### config.mk
export PLATFORM = sky130hd
export DESIGN_NAME = pipe_ctrl_n_flat
export DESIGN_NICKNAME = d
export VERILOG_FILES = /design/src/rtl/pipe_ctrl_n_if.sv /design/src/rtl/pipe_ctrl_n.sv /design/src/flat_wrapper.sv
export SDC_FILE = /design/constraint.sdc
export NUM_CORES = 1
export LEC_CHECK = 0
export CORE_MARGIN = 2
export CORE_UTILIZATION = 30
export DETAILED_ROUTE_END_ITERATION = 16
export PLACE_DENSITY = 0.68
export SKIP_LAST_GASP = 1
export SLEW_MARGIN = 20
export SYNTH_ARGS = -nofsm -noshare
export SYNTH_HDL_FRONTEND = slang
export SYNTH_SLANG_ARGS = --single-unit
### constraint.sdc
create_clock -name clk -period 3.95 [get_ports clk]
set_clock_uncertainty 0.15 [all_clocks]
set_input_delay 0.395 -clock clk [delete_from_list [all_inputs] [get_ports clk]]
set_output_delay 0.395 -clock clk [all_outputs]
set_load 0.01 [all_outputs]
### src/rtl/pipe_ctrl_n_if.sv
// Request/control bundle between the pipeline stages and pipe_ctrl_n.
// The master side raises stall/flush/extend requests; the slave side returns keep/throw/dirty controls.
interface pipe_ctrl_n_if #(
    parameter int STAGES = 5,
    parameter int CNT_W  = 16
);
    localparam int OCC_W = $clog2(STAGES + 1);

    logic              src_valid;
    logic              halt_req;
    logic [STAGES-1:0] stall;
    logic [STAGES-1:0] extend;
    logic [STAGES-1:0] flush;
    logic              cnt_clr;
    logic [STAGES-1:0] keep;
    logic [STAGES-1:0] throw;
    logic [STAGES-1:0] dirty_now;
    logic [STAGES-1:0] dirty;
    logic [OCC_W-1:0]  occupancy;
    logic              drained;
    logic [CNT_W-1:0]  stall_cnt;

    modport master (
        output src_valid, halt_req, stall, extend, flush, cnt_clr,
        input  keep, throw, dirty_now, dirty, occupancy, drained, stall_cnt
    );

    modport slave (
        input  src_valid, halt_req, stall, extend, flush, cnt_clr,
        output keep, throw, dirty_now, dirty, occupancy, drained, stall_cnt
    );
endinterface

### src/rtl/pipe_ctrl_n.sv
// Pipeline keep/throw/dirty control for an arbitrary number of stages, with
// occupancy tracking, halt/drain handshake and a saturating stall-cycle counter.
module pipe_ctrl_n #(
    parameter int STAGES = 5,
    parameter int CNT_W  = 16
) (
    input  logic          clk,
    input  logic          rst,
    pipe_ctrl_n_if.slave  bus
);
    localparam int OCC_W = $clog2(STAGES + 1);
    localparam logic [CNT_W-1:0] CNT_ONE = {{(CNT_W-1){1'b0}}, 1'b1};
    localparam logic [CNT_W-1:0] CNT_MAX = {CNT_W{1'b1}};

    function automatic logic [OCC_W-1:0] popcount(input logic [STAGES-1:0] v);
        logic [OCC_W-1:0] n;
        n = '0;
        for (int i = 0; i < STAGES; i++) begin
            n = n + {{(OCC_W-1){1'b0}}, v[i]};
        end
        return n;
    endfunction

    logic [STAGES-1:0] valid_r;
    logic [STAGES-1:0] valid_nxt_s;
    logic [STAGES-1:0] hold_s;
    logic [STAGES-1:0] kill_s;
    logic [CNT_W-1:0]  stall_cnt_r;

    // Hold propagates from older (high index) to younger stages; a flush kills its stage and all younger ones.
    always_comb begin
        logic hold_acc;
        logic kill_acc;
        hold_acc = 1'b0;
        kill_acc = 1'b0;
        hold_s   = '0;
        kill_s   = '0;
        for (int i = STAGES - 1; i >= 0; i--) begin
            hold_acc  = hold_acc | bus.stall[i] | bus.extend[i];
            kill_acc  = kill_acc | bus.flush[i];
            hold_s[i] = hold_acc;
            kill_s[i] = kill_acc;
        end
    end

    // Next validity: a held stage keeps its bit unless killed; a stage right behind a hold boundary takes a bubble.
    always_comb begin
        valid_nxt_s = valid_r;
        if (hold_s[0]) begin
            valid_nxt_s[0] = valid_r[0] & ~kill_s[0];
        end else begin
            valid_nxt_s[0] = bus.src_valid & ~bus.halt_req;
        end
        for (int i = 1; i < STAGES; i++) begin
            if (hold_s[i]) begin
                valid_nxt_s[i] = valid_r[i] & ~kill_s[i];
            end else if (hold_s[i-1]) begin
                valid_nxt_s[i] = 1'b0;
            end else begin
                valid_nxt_s[i] = valid_r[i-1] & ~kill_s[i-1];
            end
        end
    end

    // Per-stage valid flags.
    always_ff @(posedge clk or negedge rst) begin
        if (!rst) begin
            valid_r <= '0;
        end else begin
            valid_r <= valid_nxt_s;
        end
    end

    // Stall-cycle counter: clear wins over increment, increment stops at all ones.
    always_ff @(posedge clk or negedge rst) begin
        if (!rst) begin
            stall_cnt_r <= '0;
        end else if (bus.cnt_clr) begin
            stall_cnt_r <= '0;
        end else if (hold_s[0] && (stall_cnt_r != CNT_MAX)) begin
            stall_cnt_r <= stall_cnt_r + CNT_ONE;
        end else begin
            stall_cnt_r <= stall_cnt_r;
        end
    end

    assign bus.keep      = hold_s;
    assign bus.throw     = kill_s;
    assign bus.dirty_now = ~valid_r | kill_s;
    assign bus.dirty     = ~valid_r;
    assign bus.occupancy = popcount(valid_r);
    assign bus.drained   = bus.halt_req & (valid_r == '0);
    assign bus.stall_cnt = stall_cnt_r;

endmodule
### src/flat_wrapper.sv
// flat-port wrapper written by rule: the top's interface ports become plain ports
module pipe_ctrl_n_flat 
#(
    parameter int STAGES = 5,
    parameter int CNT_W  = 16
)
  (clk, rst, bus_src_valid, bus_halt_req, bus_stall, bus_extend, bus_flush, bus_cnt_clr, bus_keep, bus_throw, bus_dirty_now, bus_dirty, bus_occupancy, bus_drained, bus_stall_cnt);
  pipe_ctrl_n_if #(.STAGES(STAGES), .CNT_W(CNT_W)) bus_i ();
  input  logic clk;
  input  logic rst;
  input wire logic [$bits(bus_i.src_valid)-1:0] bus_src_valid;
  input wire logic [$bits(bus_i.halt_req)-1:0] bus_halt_req;
  input wire logic [$bits(bus_i.stall)-1:0] bus_stall;
  input wire logic [$bits(bus_i.extend)-1:0] bus_extend;
  input wire logic [$bits(bus_i.flush)-1:0] bus_flush;
  input wire logic [$bits(bus_i.cnt_clr)-1:0] bus_cnt_clr;
  output wire logic [$bits(bus_i.keep)-1:0] bus_keep;
  output wire logic [$bits(bus_i.throw)-1:0] bus_throw;
  output wire logic [$bits(bus_i.dirty_now)-1:0] bus_dirty_now;
  output wire logic [$bits(bus_i.dirty)-1:0] bus_dirty;
  output wire logic [$bits(bus_i.occupancy)-1:0] bus_occupancy;
  output wire logic [$bits(bus_i.drained)-1:0] bus_drained;
  output wire logic [$bits(bus_i.stall_cnt)-1:0] bus_stall_cnt;
  assign bus_i.src_valid = bus_src_valid;
  assign bus_i.halt_req = bus_halt_req;
  assign bus_i.stall = bus_stall;
  assign bus_i.extend = bus_extend;
  assign bus_i.flush = bus_flush;
  assign bus_i.cnt_clr = bus_cnt_clr;
  assign bus_keep = bus_i.keep;
  assign bus_throw = bus_i.throw;
  assign bus_dirty_now = bus_i.dirty_now;
  assign bus_dirty = bus_i.dirty;
  assign bus_occupancy = bus_i.occupancy;
  assign bus_drained = bus_i.drained;
  assign bus_stall_cnt = bus_i.stall_cnt;
  pipe_ctrl_n #(.STAGES(STAGES), .CNT_W(CNT_W)) u_core (.clk(clk), .rst(rst), .bus(bus_i));
endmodule
==> impl_metrics.ini <==
[sta]
relSlewSlack_pct = 53.4
worst_slew_pin_slew_ns = 0.696
finalCriticalPeriod_ns = 3.26
drv_slew = 0
rsz0062_at_grt = false
hold_violations = 0
finalSetupTns_ns = 0
period_share_pct = 82.5
setup_viol = 0
timing.fmax_mhz = 307

[place]
globalplace.congestion = 0.796
portBuffers = 59
hpwl_um = 2670

[setup_path]
critPathLaunchType = flip-flop
critPathKind = flip-flop to output port
cp_max_fo = 3
cp.required_ns = 3.40
critical_path_arrival_ns = 2.71
cp-end-kind = output port

[synthesis]
synth.net_count = 170
synth.cell_area_um2 = 1340
syn_inst = 144
netlist-cell-type-count = 36
synth_warnings = 0
synth_seq_cells = 21
postSynthAreaPerCell_um2 = 9.28
yosysSeqAreaShare_pct = 39.3

[status]
outcome = finished clean

[detailed_routing]
drtAntennaViolNets = 0
drtPass1Iterations = 4
totalWireLength_um = 3370
route.detailed.drc = 0
drtIter0Drc = 46
wl_per_cell_um = 13.2
vias = 1221
vias_per_cell = 4.77

[cells_and_area]
diodes = 0
areaGrowthSynthToFinish_pct = 51.4
fin_nets = 231
final_cell_mix = clkdlybuf4s50_1, dfrtp_1, nor2_1
fin_util_pct = 46.8
drive_gt1_share_pct = 8.33
final_common_cell = clkdlybuf4s50_1

[die]
core_area_um2 = 4320
dieArea_um2 = 5000
dieHeight_um = 70.7
die_w_um = 70.7
rows = 24
io_pins = 60
initial_core_util_pct = 30.9

[min_path]
hold_class = primary input to async pin

[pwr]
power_leakage_nw = 0.829
ir_drop_v = 0.000121
p_per_area_nw_per_um2 = 207

[cts]
clock_sinks = 21
postCtsSetupBuffers = 0
h-tree-depth = 1
root_buffer = clkbuf_8
clk_pin_slew_ns = 0.08
cts_tree = done
insertion_delay_ns = 0.27
hold_buffers = 0
cts_resized = 0
clk_path_buf_depth = 2
cts_made_buffers = 3

[grt]
grt_pass1_wl_um = 5610
grt_usage_pct = 14.1
grt_pass1_vias = 1164
antenna_found_initial = 0
grt_max_degree = 22
grt.overflow.total = 0

[job]
maxCapViolations = 0
==> per-stage QoR <==
stage | total power [W] | area [um2] | hold WS [ns] | std cells | setup WS (ns)
after detailed placement | 0.000280 | 1970 | 0.443 | 251 | 0.949
after floorplan | 0.000241 | 1340 | -0.0506 | 144 | 1.48
after CTS | 0.000424 | 2020 | 0.465 | 255 | 0.674
after global routing | 0.000438 | 2020 | 0.479 | 256 | 0.591
final | 0.000420 | 2020 | 0.461 | 256 | 0.691
after global placement | 0.000279 | 1970 | 0.427 | 251 | 0.974
==> cells by family after synthesis <==
logic type / after synthesis / synth area share (%)
fa+ha+maj: 6 / 6.74
mux: 3 / 2.53
buf+inv: 22 / 6.83
compound gates: 9 / 3.93
flops: 21 / 39.3
xor+xnor: 12 / 7.87
simple gates: 71 / 32.8
==> critical path, cell delays in order, from the launching register on <==
cell and delay (ns):
dfrtp_1 0.35, inv_1 0.07, ha_1 0.27, inv_1 0.04
fa_1 0.47, inv_1 0.04, ha_1 0.16, inv_1 0.06
fa_1 0.40, inv_1 0.06, clkdlybuf4s50_1 0.52
==> synth_stat cells (all sizes together) <==
| library cell | count | area [um2] |
|---|---|---|
| nor4 | 6 | 73.8 |
| dfrtp | 21 | 526 |
| a21oi | 1 | 5.00 |
| o31ai | 1 | 7.51 |
| mux2 | 3 | 33.8 |
| buf | 4 | 23.8 |
| o21ai | 3 | 15.0 |
| nor2 | 19 | 71.3 |
| nor3b | 1 | 7.51 |
| o22ai | 4 | 25.0 |
| nand3b | 1 | 7.51 |
| nand3 | 10 | 50.1 |
| or3 | 4 | 25.0 |
| nand2b | 1 | 6.26 |
| fa | 2 | 40.0 |
| nor4b | 2 | 23.8 |
| or2 | 5 | 31.3 |
| clkbuf | 1 | 3.75 |
| nor2b | 3 | 18.8 |
| inv | 17 | 63.8 |
| and4 | 1 | 8.76 |
| and3 | 4 | 25.0 |
| nor3 | 7 | 40.0 |
| xnor2 | 12 | 105 |
| nand4 | 4 | 37.5 |
| nand2 | 3 | 11.3 |
| ha | 4 | 50.1 |
==> flip-flops by register name, indices dropped and copies added, names as in the netlist <==
signal and count:
u_core.valid_r 5, u_core.bus.stall_cnt 16
==> area by class of cell <==
| class | count | area, um2 |
|---|---|---|
| well taps | 52 | 65.1 |
| flip-flops and latches | 21 | 526 |
| clock inverters | 1 | 5.00 |
| repair buffers | 61 | 603 |
| clock buffers | 3 | 41.3 |
| inverters | 17 | 63.8 |
| fillers | 437 | 2300 |
| multi-input cells | 101 | 719 |
==> layer usage <==
layer / part of all wire (%) / GRT usage, %
met1: 44 / 17.2
met2: 51 / 24.5
met3: 2.8 / 3.56
met4: 1.5 / 4.40
met5: 0 / 0
==> path summary, 6_finish.rpt <==
kind                       slack, ns  cells past startpoint                                start                                   end
setup reg to reg                1.76                      6  u_core.bus.stall_cnt[0]$_DFFE_PN0P_  u_core.bus.stall_cnt[11]$_DFFE_PN0P_
setup / recovery                0.69                     10          u_core.valid_r[1]$_DFF_PN0_                      bus_occupancy[1]
hold / removal                  0.46                      2                                  rst           u_core.valid_r[2]$_DFF_PN0_
min in group clk                0.47                      2  u_core.bus.stall_cnt[0]$_DFFE_PN0P_   u_core.bus.stall_cnt[0]$_DFFE_PN0P_
hold reg to reg                 0.47                      2  u_core.bus.stall_cnt[0]$_DFFE_PN0P_   u_core.bus.stall_cnt[0]$_DFFE_PN0P_
max in group asynchronous       2.87                      2                                  rst           u_core.valid_r[0]$_DFF_PN0_
==> where the power goes <==
group | leakage (nW) | internal, W | switching [W]
Combinational | 0.513 | 0.0000323 | 0.0000228
Sequential | 0.291 | 0.000217 | 0.00000320
Clock | 0.0255 | 0.0000705 | 0.0000735
Total | 0.829 | 0.000320 | 0.0000995
Note: power is estimated with default switching activity, not from simulation.
